**src/rtl/bcd2bin_conv.sv**
```systemverilog
// bcd2bin_conv: sequential BCD-to-binary converter (reverse double-dabble: shift right, subtract 3)
module bcd2bin_conv #(
  parameter int DIGITS = 16,
  parameter int BIN_W  = 32
) (
  input  logic                  clk,
  input  logic                  reset,
  input  logic [4*DIGITS-1:0]   bcd_in,
  input  logic                  init,
  output logic                  ready,
  output logic                  done,
  output logic [BIN_W-1:0]      bin_out,
  output logic                  err_digit,
  output logic                  overflow
);
  localparam int CW = $clog2(BIN_W) + 1;
  typedef enum logic [2:0] {IDLE, CHECK, SHIFT, ADJUST, DONE} state_t;
  state_t state, state_n;
  logic [4*DIGITS-1:0] bcd, bcd_n, bcd_adj;
  logic [BIN_W-1:0] bin, bin_n, bin_out_n;
  logic [CW-1:0] count, count_n;
  logic ready_n, done_n, err_n, ovf_n, bad;
  always_comb begin
    bad = 1'b0;
    bcd_adj = bcd;
    for (int i = 0; i < DIGITS; i++) begin
      bad = bad | (bcd[4*i+:4] > 4'd9);
      bcd_adj[4*i+:4] = (bcd[4*i+:4] >= 4'd8) ? bcd[4*i+:4] - 4'd3 : bcd[4*i+:4];
    end
  end
  always_comb begin
    state_n = state;
    bcd_n = bcd;
    bin_n = bin;
    count_n = count;
    bin_out_n = bin_out;
    ready_n = ready;
    done_n = 1'b0;
    err_n = err_digit;
    ovf_n = overflow;
    case (state)
      IDLE: if (init) begin
        bcd_n = bcd_in;
        bin_n = '0;
        count_n = CW'(BIN_W);
        ready_n = 1'b0;
        err_n = 1'b0;
        ovf_n = 1'b0;
        state_n = CHECK;
      end
      CHECK: begin
        err_n = bad;
        bin_n = bad ? '0 : bin;
        state_n = bad ? DONE : SHIFT;
      end
      SHIFT: begin
        bin_n = {bcd[0], bin[BIN_W-1:1]};
        bcd_n = {1'b0, bcd[4*DIGITS-1:1]};
        count_n = count - 1'b1;
        state_n = ADJUST;
      end
      ADJUST: begin
        bcd_n = bcd_adj;
        state_n = (count == '0) ? DONE : SHIFT;
      end
      DONE: begin
        bin_out_n = bin;
        // leftover BCD after all shifts is the quotient by 2**BIN_W
        ovf_n = ~err_digit & (|bcd);
        done_n = 1'b1;
        ready_n = 1'b1;
        state_n = IDLE;
      end
      default: state_n = IDLE;
    endcase
  end
  always_ff @(posedge clk) begin
    if (reset) begin
      state <= IDLE;
      bcd <= '0;
      bin <= '0;
      count <= '0;
      bin_out <= '0;
      ready <= 1'b1;
      done <= 1'b0;
      err_digit <= 1'b0;
      overflow <= 1'b0;
    end else begin
      state <= state_n;
      bcd <= bcd_n;
      bin <= bin_n;
      count <= count_n;
      bin_out <= bin_out_n;
      ready <= ready_n;
      done <= done_n;
      err_digit <= err_n;
      overflow <= ovf_n;
    end
  end
endmodule

```
**config.mk**
```make
export PLATFORM = sky130hd
export DESIGN_NAME = bcd2bin_conv
export DESIGN_NICKNAME = d
export VERILOG_FILES = /design/src/rtl/bcd2bin_conv.sv
export SDC_FILE = /design/constraint.sdc
export NUM_CORES = 1
export LEC_CHECK = 0
export CORE_UTILIZATION = 56
export DETAILED_ROUTE_END_ITERATION = 6
export PLACE_DENSITY = 0.78
export SLEW_MARGIN = 20
export SYNTH_ARGS = -nofsm -noshare
export SYNTH_HDL_FRONTEND = slang
export SYNTH_SLANG_ARGS = --single-unit
```
**constraint.sdc**
```tcl
create_clock -name clk -period 1.9 [get_ports clk]
set_input_delay 0.19 -clock clk [delete_from_list [all_inputs] [get_ports clk]]
set_output_delay 0.19 -clock clk [all_outputs]
set_load 0.005 [all_outputs]
```
# After elaboration in Yosys (flattened, before gate mapping)
# Index checks and enable logic that the tools add are counted.
# Widths: inputs -> output; s select.
[word_totals]
inputBits = 67
wordCells = 172
out_inout_bits = 36
reg_bits = 141
[classes]
mux = 32
order_cmp = 32
addsub = 17
n_bitwise = 17
n_eq_ne = 22
n_reduce_logical = 28
[ops]
columns = ["cell", "count"]
rows = [
  ["$pmux 64 s3", 1],
  ["$pmux 32 s3", 1],
  ["$ge 4x4->1 const B", 16],
  ["$gt 4x4->1 const B", 16],
  ["$mux 32", 2],
  ["$mux 4", 16],
  ["$mux 64", 1],
  ["$reduce_or 64->1", 1],
  ["$sub 4x2->4 const B", 16],
  ["$reduce_and 3->1", 17],
  ["$ne 2x2->1 const B", 18],
  ["$or 1x1->1", 15],
  ["$pmux 3 s4", 1],
  ["$pmux 6 s2", 1],
  ["$mux 3", 3],
  ["$eq 3x2->1 const B", 2],
  ["$logic_not 6->1", 1],
  ["$mux 6", 1],
  ["$pmux 1 s2", 3],
  ["$reduce_and 2->1", 3],
  ["$reduce_bool 2->1", 3],
  ["$reduce_bool 3->1", 2],
  ["$sub 6x1->6 const B", 1],
  ["$eq 3x1->1 const B", 1],
  ["other kinds (5)", 6],
]

# Logic depth before layout (Yosys ltp)
# Gate-level depths: netlist of the first run.
[logic_depth]
depth_word = 18
ltp_mapped = 9
depth_no_buf = 7

# Worst setup path before layout of the first run
# Ideal clock, no wire load.
[synth_path]
kind = "flip-flop to flip-flop"
from = "register bcd[24]"
to = "register bin[31]"
period_less_slack_ps = 1692
t_required_ps = 1841
path_slack_ps = 208
n_path_buf = 1
t_arrival_ps = 1633
path_stages_with_launch = 9
setup_ps = 59
path_cell_list = "dfxtp_1 > inv_1 > ha_1 > o21bai_1 > a22oi_2 > nand4_2 > o31ai_4 > buf_6 > a22o_1"
[synth_between]
elab_chain_cells = 13
[synth_rtl]
columns = ["item", "line", "source"]
rows = [
  ["start, declared", "19", "logic [4*DIGITS-1:0] bcd, bcd_n, bcd_adj;"],
  ["start signal, assigned", "90", "bcd <= bcd_n;"],
  ["$gt 4x4->1", "27", "bad = bad | (bcd[4*i+:4] > 4'd9);"],
  ["$or 1x1->1 (10 in series)", "27", ""],
  ["$ne 2x2->1 (no source line)", "n/a", ""],
  ["$reduce_and 3->1 (no source line)", "n/a", ""],
  ["end signal, assigned", "91", "bin <= bin_n;"],
  ["end, declared", "20", "logic [BIN_W-1:0] bin, bin_n, bin_out_n;"],
]
# No other way between the ends.
# A chain may end at the register's enable or synchronous reset.

# Worst setup path after layout of the first run
[layout_path]
from = "register bcd[1]"
to = "register bin[21]"
[layout_between]
elab_chain_cells = 18
[layout_rtl]
columns = ["item", "line"]
rows = [
  ["$gt 4x4->1", "27"],
  ["$or 1x1->1 (15 in series)", "27"],
  ["$ne 2x2->1 (no source line)", "n/a"],
  ["$reduce_and 3->1 (no source line)", "n/a"],
]
# No other way between the ends.

==> impl_results.html, run 1 <==
<table>
<tr><th>Metric</th><th>Value</th></tr>
<tr><th colspan="2">Worst setup path</th></tr>
<tr><td>Crit path buffers/inverters</td><td>3</td></tr>
<tr><td>Startpoint class of the critical path</td><td>flop</td></tr>
<tr><td>Cell depth of the worst flop-to-flop path</td><td>9</td></tr>
<tr><td>Critical Path Start</td><td>bcd[1]$_SDFFE_PP0P_</td></tr>
<tr><td>Number of cells on the critical path</td><td>9</td></tr>
<tr><td>Worst R2R Start</td><td>bcd[1]$_SDFFE_PP0P_</td></tr>
<tr><td>Delay of the slowest cell on the worst path</td><td>0.32 ns</td></tr>
<tr><td>Endpoint of the most critical setup path</td><td>bin[21]$_SDFFE_PP0P_</td></tr>
<tr><td>Cells along the critical path</td><td>inv_2 -&gt; ha_1 -&gt; o21bai_2 -&gt; a22oi_2 -&gt; nand4_4 -&gt; o31ai_4 -&gt; buf_6 -&gt; clkbuf_16 -&gt; a22o_1</td></tr>
<tr><td>Data arrival time at the worst-slack endpoint</td><td>2.25 ns</td></tr>
<tr><td>Max FO, Critical Path</td><td>8</td></tr>
<tr><td>Sort of element at the end of the critical path</td><td>flop</td></tr>
<tr><td>Required time of the critical path</td><td>2.28 ns</td></tr>
<tr><td>R2r endpoint</td><td>bin[21]$_SDFFE_PP0P_</td></tr>
<tr><td>Worst reg2reg setup slack</td><td>0.03 ns</td></tr>
<tr><td>Max stage delay cell, worst path</td><td>dfxtp_1</td></tr>
<tr><td>Setup CP Type</td><td>reg2reg</td></tr>
<tr><td>Category of cells accounting for the largest share of critical-path delay</td><td>compound AO/OA/AOI/OAI gates</td></tr>
<tr><th colspan="2">Detailed routing</th></tr>
<tr><td>Highest metal layer with signal wires</td><td>met4</td></tr>
<tr><td>Average wire length per cell after detail routing</td><td>about 17 um</td></tr>
<tr><td>Total via count after detailed routing</td><td>about 7400</td></tr>
<tr><td>Met2 layer wire length in the routed design</td><td>9770 um</td></tr>
<tr><td>DRT Pass-1 Iters</td><td>5</td></tr>
<tr><td>Vias per cell</td><td>5.77</td></tr>
<tr><td>Wire length on met1</td><td>9740 um</td></tr>
<tr><td>Remaining number of nets flagged by the antenna check after routing</td><td>0</td></tr>
<tr><td>Post-route DRC</td><td>0</td></tr>
<tr><td>Number of DRC violations after detailed-routing iteration 0</td><td>635</td></tr>
<tr><td>Length of routed met3 wiring</td><td>1330 um</td></tr>
<tr><td>Drt total wl</td><td>21200 um</td></tr>
<tr><th colspan="2">Timing</th></tr>
<tr><td>Crit share post-route</td><td>between 90% and 100%</td></tr>
<tr><td>Final setup violation count</td><td>0</td></tr>
<tr><td>Highest Clock Rate</td><td>534 MHz</td></tr>
<tr><td>Max Slew Vio Count</td><td>0</td></tr>
<tr><td>Worst Skew</td><td>0.00711 ns</td></tr>
<tr><td>Tightest Pin Transition</td><td>between 0.8 and 0.9 ns</td></tr>
<tr><td>Relative max-transition margin</td><td>43.7%</td></tr>
<tr><td>Sum of negative setup slack</td><td>0 ns</td></tr>
<tr><td>Final Hold Viols</td><td>0</td></tr>
<tr><td>RSZ-0062 raised after global routing</td><td>true</td></tr>
<tr><td>Smallest hold slack</td><td>0.0802 ns</td></tr>
<tr><td>Post-route minimum period</td><td>~1.9 ns</td></tr>
<tr><th colspan="2">Synthesis</th></tr>
<tr><td>Leading post-synthesis cells by instance count</td><td>dfxtp_1 (141), nand2_1 (107), nor2_1 (90)</td></tr>
<tr><td>Compound-gate portion of the synthesized area</td><td>approximately a fifth</td></tr>
<tr><td>Cells taking the most area after synthesis</td><td>dfxtp_1 (36%), ha_1 (10%), mux2i_1 (10%)</td></tr>
<tr><td>Area share of the largest cell type after synthesis</td><td>35.6%</td></tr>
<tr><td>Fraction of the mapped netlist area in adder cells</td><td>between 10% and 20%</td></tr>
<tr><td>Post-synthesis instance area</td><td>0.00793 mm^2</td></tr>
<tr><td>Largest area contributor in the synthesized netlist</td><td>dfxtp_1</td></tr>
<tr><td>Count of synthesis-stage warnings from yosys</td><td>0</td></tr>
<tr><td>Multiplexer share of the synthesized area</td><td>about a tenth</td></tr>
<tr><td>Distinct cell type count after synthesis</td><td>55</td></tr>
<tr><td>Most used DFF post-synth</td><td>dfxtp_1</td></tr>
<tr><td>Fraction of the yosys area taken by sequential cells</td><td>a little over a third</td></tr>
<tr><td>Number of enable-type register cells in the synthesized netlist</td><td>0</td></tr>
<tr><td>Share of flip-flops with an asynchronous set or reset</td><td>0%</td></tr>
<tr><td>Most repeated cell in the gate-level netlist after synthesis</td><td>dfxtp_1</td></tr>
<tr><td>Post-Synth Simple-Gate Area</td><td>16.2%</td></tr>
<tr><td>Xor-xnor portion of the synthesized cell area</td><td>around 1.7%</td></tr>
<tr><td>Cells after Synth</td><td>942</td></tr>
<tr><td>Synthesized netlist net count</td><td>approximately 1100</td></tr>
<tr><td>Largest family of logic cells by synthesized area</td><td>compound AO/OA/AOI/OAI gates</td></tr>
<tr><td>Avg Synthesized Cell Area</td><td>8.42 um^2</td></tr>
<tr><td>Total of flip-flops plus latches after synthesis</td><td>approximately 140</td></tr>
<tr><th colspan="2">Clocking</th></tr>
<tr><td>Total clock sinks</td><td>141</td></tr>
<tr><td>Clock-pin slew reported for the worst setup and hold paths after clock tree synthesis</td><td>0.06 ns</td></tr>
<tr><td>Number of buffers inserted during clock tree synthesis</td><td>17</td></tr>
<tr><td>Number of buffers inserted for hold repair after clock tree synthesis</td><td>0</td></tr>
<tr><td>Buffers from clock root to sink, at most</td><td>2</td></tr>
<tr><td>H-tree depth reported by CTS</td><td>4</td></tr>
<tr><td>Root buffer cell</td><td>clkbuf_16</td></tr>
<tr><td>Clock tree from TritonCTS</td><td>yes</td></tr>
<tr><td>Clock network latency to the later pin of the worst-skew pair</td><td>0.43 ns</td></tr>
<tr><th colspan="2">Run</th></tr>
<tr><td>Max-capacitance violation count</td><td>0</td></tr>
<tr><th colspan="2">Floorplanning</th></tr>
<tr><td>I/O pin total</td><td>slightly above 100</td></tr>
<tr><td>Standard-cell row count</td><td>43</td></tr>
<tr><td>Vert. Die Dim</td><td>121 um</td></tr>
<tr><td>Placeable Area</td><td>0.0138 mm^2</td></tr>
<tr><td>Horizontal extent of the die</td><td>121 um</td></tr>
<tr><td>Initial cell density of the core</td><td>around 57%</td></tr>
<tr><td>Floorplan die area</td><td>between 0.01 and 0.015 mm^2</td></tr>
<tr><th colspan="2">Place</th></tr>
<tr><td>Final weighted congestion in routability-driven placement</td><td>approximately 0.9</td></tr>
<tr><td>Count of input and output buffers</td><td>102</td></tr>
<tr><td>Detailed placement HPWL</td><td>13800 um</td></tr>
<tr><th colspan="2">Cells and area</th></tr>
<tr><td>Synthesis-to-finish area growth</td><td>31.1%</td></tr>
<tr><td>Count of inserted antenna diode cells</td><td>0</td></tr>
<tr><td>Share of layout cells above drive strength 1</td><td>16.2%</td></tr>
<tr><td>Nets@finish</td><td>1221</td></tr>
<tr><td>Post-Route Utilization</td><td>75.1%</td></tr>
<tr><th colspan="2">Global route</th></tr>
<tr><td>Via count of the first global-routing pass</td><td>6847</td></tr>
<tr><td>Pin count of the biggest net entering global routing</td><td>80</td></tr>
<tr><td>Overall Global Routing Usage</td><td>between 20% and 30%</td></tr>
<tr><td>Remaining Overflow, GRT</td><td>0</td></tr>
<tr><td>Antenna violations before repair</td><td>0</td></tr>
<tr><td>Wire length of the first global-routing pass</td><td>around 34000 um</td></tr>
<tr><th colspan="2">Pwr</th></tr>
<tr><td>Power per cell area</td><td>1090 mW/mm^2</td></tr>
<tr><td>Largest vdd supply drop</td><td>slightly above 600 uV</td></tr>
<tr><td>Post-route total power</td><td>0.0114 W</td></tr>
<tr><td>Leakage power figure</td><td>4.22 nW</td></tr>
<tr><th colspan="2">Outcome</th></tr>
<tr><td>Outcome</td><td>finished clean</td></tr>
<tr><th colspan="2">Hold path</th></tr>
<tr><td>Hold WC Path Type</td><td>in2reg</td></tr>
</table>
==> registers in the layout (all words and copies together), names as in the netlist <==
register,count
overflow,1
bin_out,32
bcd,64
done,1
ready,1
count,6
state,3
err_digit,1
bin,32
==> area by class of cell <==
| cell class | instances | area, um^2 |
|---|---|---|
| multi-input combinational | 705 | 4820 |
| inverter | 36 | 140 |
| tap | 180 | 225 |
| clock buffer | 20 | 457 |
| fill | 966 | 3440 |
| timing repair buffer | 189 | 1790 |
| clock inverter | 11 | 113 |
| sequential | 141 | 2840 |
==> layout by cell type, fill, tap and decap left out, types with 4 or more instances in the layout <==
cell,instances
buf_4,79
dfxtp_2,8
xnor2_1,15
clkinv_4,6
clkdlybuf4s50_1,101
a22o_1,32
o21ai_1,13
a221oi_1,16
dfxtp_1,131
nand2_1,107
a211oi_1,16
ha_1,60
mux2i_1,80
o21ai_0,67
nor2b_1,29
a21oi_1,82
buf_12,5
o21bai_1,10
clkbuf_16,19
nor2_1,90
nand4_1,4
inv_1,15
nor3_1,23
inv_2,19
o21bai_2,5
a22oi_2,7
nor4_1,6
==> metal layers <==
| metal | vias up | GRT usage (%) |
|---|---|---|
| met5 | - | 0 |
| met4 | 0 | 11.0 |
| met3 | 33 | 5.69 |
| met2 | 269 | 45.6 |
| met1 | 3486 | 39.9 |
| li1 | 3604 | - |
==> kinds of logic after synthesis <==
logic type,after synthesis
and+or+nand+nor,284
AOI/OAI and AO/OA,261
DFF,141
buffers and inverters,96
muxes,81
adders and majority gates,64
xor gates and xnor gates,15
==> power by group <==
part,switching [W],total [W],internal [W]
clock network,0.00132,0.00320,0.00188
logic,0.00240,0.00450,0.00210
registers,0.000369,0.00367,0.00330
==> per-stage QoR <==
step,setup WS [ns],instances,instance area (um^2)
global route,-0.0395,1282,10400
finish,0.0272,1282,10400
global placement,0.0200,1243,9580
floorplan,0.208,942,7930
detailed placement,-0.0265,1243,9580
CTS,0.00261,1276,10200
==> timing repair <==
item / CTS / global route
setup endpoints to repair: 32 / 36
cloned: 1 / 2
setup buffers: 1 / 4
resized for setup: 4 / 50
pin swaps: 2 / 14
==> how the worst min path moves through the flow <==
stage	from	end	slack (ns)	cells after the start
after floorplan	init	state[0]$_SDFFE_PP0P_	0.35	2
after global placement	bin_out[28]$_SDFFE_PP0P_	bin_out[28]$_SDFFE_PP0P_	0.44	2
after detailed placement	bin_out[28]$_SDFFE_PP0P_	bin_out[28]$_SDFFE_PP0P_	0.45	2
after CTS	reset	bin_out[17]$_SDFFE_PP0P_	0.08	2
after global routing	reset	count[0]$_SDFFE_PP0P_	0.09	2
final	reset	bin_out[17]$_SDFFE_PP0P_	0.08	2
(Power assumes the default switching activity.)
==> inputs of run 2 (changes only) <==
--- a/config.mk
+++ b/config.mk
@@ -5,8 +5,10 @@
 export SDC_FILE = /design/constraint.sdc
 export NUM_CORES = 1
 export LEC_CHECK = 0
+export ABC_CLOCK_PERIOD_IN_PS = 1900
 export CORE_UTILIZATION = 56
 export DETAILED_ROUTE_END_ITERATION = 6
+export GPL_TIMING_DRIVEN = 0
 export PLACE_DENSITY = 0.78
 export SLEW_MARGIN = 20
 export SYNTH_ARGS = -nofsm -noshare
==> run 2 against run 1 <==
Net effect:
- the run now ends with negative setup slack left
- via count grew 5.3%
- sequential power grew 7.4%
- sequential share of layout area grew 0.22 points
- hold slack gained 0.26 ns
==> impl_results.html, run 2 (synthesized netlist as in run 1, its figures left out) <==
<table>
<tr><th>Metric</th><th>Value</th></tr>
<tr><th colspan="2">Pwr</th></tr>
<tr><td>Leakage power figure</td><td>4.14 nW (-1.9%)</td></tr>
<tr><td>Largest vdd supply drop</td><td>796 uV (+29%)</td></tr>
<tr><td>Power per cell area</td><td>1140 mW/mm^2 (+3.9%)</td></tr>
<tr><th colspan="2">Place</th></tr>
<tr><td>Detailed placement HPWL</td><td>15800 um (+15%)</td></tr>
<tr><td>Pre-CTS WS</td><td>-0.346 ns (-0.319 ns)</td></tr>
<tr><td>Count of input and output buffers</td><td>101 (-0.98%)</td></tr>
<tr><td>Final weighted congestion in routability-driven placement</td><td>0.887 (+0.84%)</td></tr>
<tr><th colspan="2">Worst setup path</th></tr>
<tr><td>Max stage delay cell, worst path</td><td>dfxtp_2</td></tr>
<tr><td>Data arrival time at the worst-slack endpoint</td><td>2.35 ns (+0.10 ns)</td></tr>
<tr><td>Required time of the critical path</td><td>2.27 ns (about the same)</td></tr>
<tr><td>Endpoint of the most critical setup path</td><td>bin[29]$_SDFFE_PP0P_</td></tr>
<tr><td>Max FO, Critical Path</td><td>6 (-2)</td></tr>
<tr><td>Critical Path Start</td><td>bcd[48]$_SDFFE_PP0P_</td></tr>
<tr><td>Number of cells on the critical path</td><td>9 (unchanged)</td></tr>
<tr><td>Cells along the critical path</td><td>ha_1 -&gt; o21bai_2 -&gt; a22oi_2 -&gt; nand4_1 -&gt; buf_4 -&gt; o31ai_4 -&gt; buf_6 -&gt; clkbuf_16 -&gt; a22o_1</td></tr>
<tr><td>Delay of the slowest cell on the worst path</td><td>0.42 ns (+0.10 ns)</td></tr>
<tr><td>Worst R2R Start</td><td>bcd[48]$_SDFFE_PP0P_</td></tr>
<tr><td>Cell depth of the worst flop-to-flop path</td><td>9 (unchanged)</td></tr>
<tr><td>Category of cells accounting for the largest share of critical-path delay</td><td>compound AO/OA/AOI/OAI gates</td></tr>
<tr><td>Worst reg2reg setup slack</td><td>-0.09 ns (-0.11 ns)</td></tr>
<tr><td>Crit path buffers/inverters</td><td>3 (unchanged)</td></tr>
<tr><td>R2r endpoint</td><td>bin[29]$_SDFFE_PP0P_</td></tr>
<tr><td>Startpoint class of the critical path</td><td>flop</td></tr>
<tr><td>Sort of element at the end of the critical path</td><td>flop</td></tr>
<tr><td>Setup CP Type</td><td>reg2reg</td></tr>
<tr><th colspan="2">Outcome</th></tr>
<tr><td>Failing checks</td><td>negative setup slack</td></tr>
<tr><td>Outcome</td><td>finished, violations left</td></tr>
<tr><th colspan="2">Timing</th></tr>
<tr><td>Smallest hold slack</td><td>0.342 ns (+0.262 ns)</td></tr>
<tr><td>Max Slew Vio Count</td><td>0 (unchanged)</td></tr>
<tr><td>Crit share post-route</td><td>105% (+6.0 points)</td></tr>
<tr><td>Final Hold Viols</td><td>0 (unchanged)</td></tr>
<tr><td>Highest Clock Rate</td><td>503 MHz (-5.7%)</td></tr>
<tr><td>Relative max-transition margin</td><td>50.7% (+7.0 points)</td></tr>
<tr><td>RSZ-0062 raised after global routing</td><td>true</td></tr>
<tr><td>Worst setup slack after layout</td><td>-0.0864 ns (-0.114 ns)</td></tr>
<tr><td>Worst Skew</td><td>0.00866 ns (+0.00155 ns)</td></tr>
<tr><td>Post-route minimum period</td><td>1.99 ns (+0.114 ns)</td></tr>
<tr><td>Tightest Pin Transition</td><td>0.740 ns (-0.104 ns)</td></tr>
<tr><td>Final setup violation count</td><td>30 (+30)</td></tr>
<tr><th colspan="2">Cells and area</th></tr>
<tr><td>Share of layout cells above drive strength 1</td><td>17.8% (+1.7 points)</td></tr>
<tr><td>Post-Route Utilization</td><td>75.8% (+0.71 points)</td></tr>
<tr><td>Highest-count cells in the layout ignoring fill and taps</td><td>dfxtp_1 (115), nand2_1 (106), clkdlybuf4s50_1 (101), nor2_1 (89), a21oi_1 (82)</td></tr>
<tr><td>Nets@finish</td><td>1220 (-0.082%)</td></tr>
<tr><td>Commonest non-fill, non-tap cell in the layout</td><td>dfxtp_1</td></tr>
<tr><td>Largest reg by FF count</td><td>bcd</td></tr>
<tr><td>Synthesis-to-finish area growth</td><td>32.3%</td></tr>
<tr><td>Area occupied by multi-input gates</td><td>0.00500 mm^2 (+3.7%)</td></tr>
<tr><td>Number of fill cells</td><td>972 (+0.62%)</td></tr>
<tr><td>Sequential Area</td><td>0.00289 mm^2 (+1.8%)</td></tr>
<tr><td>Flip-flop count of the largest register, all copies and words added</td><td>64 (unchanged)</td></tr>
<tr><td>Count of inserted antenna diode cells</td><td>0 (unchanged)</td></tr>
<tr><td>Regs by FF count</td><td>bcd (64), bin (32), bin_out (32)</td></tr>
<tr><th colspan="2">Detailed routing</th></tr>
<tr><td>Total via count after detailed routing</td><td>7787 (+5.3%)</td></tr>
<tr><td>Drt total wl</td><td>24100 um (+14%)</td></tr>
<tr><td>Remaining number of nets flagged by the antenna check after routing</td><td>0 (unchanged)</td></tr>
<tr><td>Vias per cell</td><td>6.09 (+5.6%)</td></tr>
<tr><td>Post-route DRC</td><td>0 (unchanged)</td></tr>
<tr><td>Number of DRC violations after detailed-routing iteration 0</td><td>685 (+7.9%)</td></tr>
<tr><td>DRT Pass-1 Iters</td><td>6 (+1)</td></tr>
<tr><td>Average wire length per cell after detail routing</td><td>18.9 um (+14%)</td></tr>
<tr><th colspan="2">Floorplanning</th></tr>
<tr><td>I/O pin total</td><td>103 (unchanged)</td></tr>
<tr><td>Placeable Area</td><td>0.0138 mm^2 (unchanged)</td></tr>
<tr><td>Initial cell density of the core</td><td>57.3% (unchanged)</td></tr>
<tr><td>Horizontal extent of the die</td><td>121 um (unchanged)</td></tr>
<tr><td>Floorplan die area</td><td>0.0146 mm^2 (unchanged)</td></tr>
<tr><td>Standard-cell row count</td><td>43 (unchanged)</td></tr>
<tr><td>Vert. Die Dim</td><td>121 um (unchanged)</td></tr>
<tr><th colspan="2">Run</th></tr>
<tr><td>Max-capacitance violation count</td><td>0 (unchanged)</td></tr>
<tr><th colspan="2">Clocking</th></tr>
<tr><td>Root buffer cell</td><td>clkbuf_16</td></tr>
<tr><td>H-tree depth reported by CTS</td><td>4 (unchanged)</td></tr>
<tr><td>Clock-pin slew reported for the worst setup and hold paths after clock tree synthesis</td><td>0.06 ns (about the same)</td></tr>
<tr><td>Number of buffers inserted during clock tree synthesis</td><td>17 (unchanged)</td></tr>
<tr><td>Clock tree from TritonCTS</td><td>yes</td></tr>
<tr><td>Total clock sinks</td><td>141 (unchanged)</td></tr>
<tr><td>Buffers from clock root to sink, at most</td><td>2 (unchanged)</td></tr>
<tr><td>Clock network latency to the later pin of the worst-skew pair</td><td>0.43 ns (about the same)</td></tr>
<tr><th colspan="2">Hold path</th></tr>
<tr><td>Hold WC Path Type</td><td>in2reg</td></tr>
<tr><td>WHS Path Cells</td><td>3 (+1)</td></tr>
<tr><th colspan="2">Global route</th></tr>
<tr><td>Antenna violations before repair</td><td>0 (unchanged)</td></tr>
<tr><td>Remaining Overflow, GRT</td><td>0 (unchanged)</td></tr>
<tr><td>Wire length of the first global-routing pass</td><td>36200 um (+7.6%)</td></tr>
<tr><td>Pin count of the biggest net entering global routing</td><td>17 (-79%)</td></tr>
<tr><td>Overall Global Routing Usage</td><td>31.8% (+2.6 points)</td></tr>
<tr><td>Via count of the first global-routing pass</td><td>7040 (+2.8%)</td></tr>
</table>
==> run 2: changes by cell type in the layout (fill, tap and decap cells not counted), sizes merged <==
cell	change
clkinv	-2
clkbuf	+38
inv	-1
bufinv	+3
buf	-41
==> run 2: worst min-delay path by stage <==
stage                              from                       end
6_report                          reset        ready$_SDFFE_PP1P_
5_1_grt                           reset        ready$_SDFFE_PP1P_
4_1_cts                           reset        ready$_SDFFE_PP1P_
3_5_place_dp   bin_out[18]$_SDFFE_PP0P_  bin_out[18]$_SDFFE_PP0P_
3_3_place_gp   bin_out[28]$_SDFFE_PP0P_  bin_out[28]$_SDFFE_PP0P_
2_1_floorplan                      init     state[0]$_SDFFE_PP0P_
==> run 2: through the flow <==
stage / total power, W / instances / area, um^2 / setup TNS, ns
after global routing: 0.0124 / 1279 / 10500 / -3.23
after detailed placement: 0.00743 / 1223 / 9160 / -12.23
after global placement: 0.00733 / 1223 / 9160 / -10.03
after floorplan: 0.00630 / 942 / 7930 / 0
final: 0.0119 / 1279 / 10500 / -1.37
after CTS: 0.0111 / 1259 / 9900 / -0.0707
==> run 2: worst min-delay path: cells and delay by family <==
family | cells | cell delay [ns]
buffers and inverters | 2 | 0.44
and+or+nand+nor | 1 | 0.09
==> run 2: power breakdown <==
| part | leakage [nW] | internal [W] | switching, W | total [W] |
|---|---|---|---|---|
| logic | 2.68 | 0.00200 | 0.00243 | 0.00444 |
| registers | 1.16 | 0.00332 | 0.000623 | 0.00394 |
| clock network | 0.298 | 0.00221 | 0.00133 | 0.00354 |
==> run 2: layout make-up <==
| type | instances | share of cell area (%) |
|---|---|---|
| Sequential cell | 141 | 27.6 |
| Multi-Input combinational cell | 705 | 47.7 |
| Tap cell | 180 | 2.15 |
| Buffer | 60 | 3.20 |
| Timing Repair Buffer | 128 | 12.0 |
| Clock buffer | 18 | 4.19 |
| Inverter | 36 | 1.55 |
| Clock inverter | 11 | 1.61 |
==> run 2: repair_timing <==
| action | CTS | global route |
|---|---|---|
| endpoints found under the hold margin | 0 | 0 |
| endpoints found under the setup margin | 67 | 96 |
| hold buffers | 0 | 0 |
| gates resized for setup | 34 | 152 |
| cloned | 1 | 2 |
| buffers inserted | 6 | 18 |
| pin swaps | 7 | 20 |
==> run 2: metal layers <==
layer | vias up | track usage (%) | routed length, um
li1 | 3605 | - | -
met1 | 3720 | 42.9 | 10300
met2 | 391 | 48.3 | 10700
met3 | 71 | 8.18 | 2210
met4 | 0 | 12.9 | 823
met5 | - | 0 | 0
==> inputs of run 3 (changes only) <==
--- a/config.mk
+++ b/config.mk
@@ -14,3 +14,4 @@
 export SYNTH_ARGS = -nofsm -noshare
 export SYNTH_HDL_FRONTEND = slang
 export SYNTH_SLANG_ARGS = --single-unit
+export TNS_END_PERCENT = 100
==> results of run 3 <==
Final layout, timing and power as in run 2 (identical DEF).
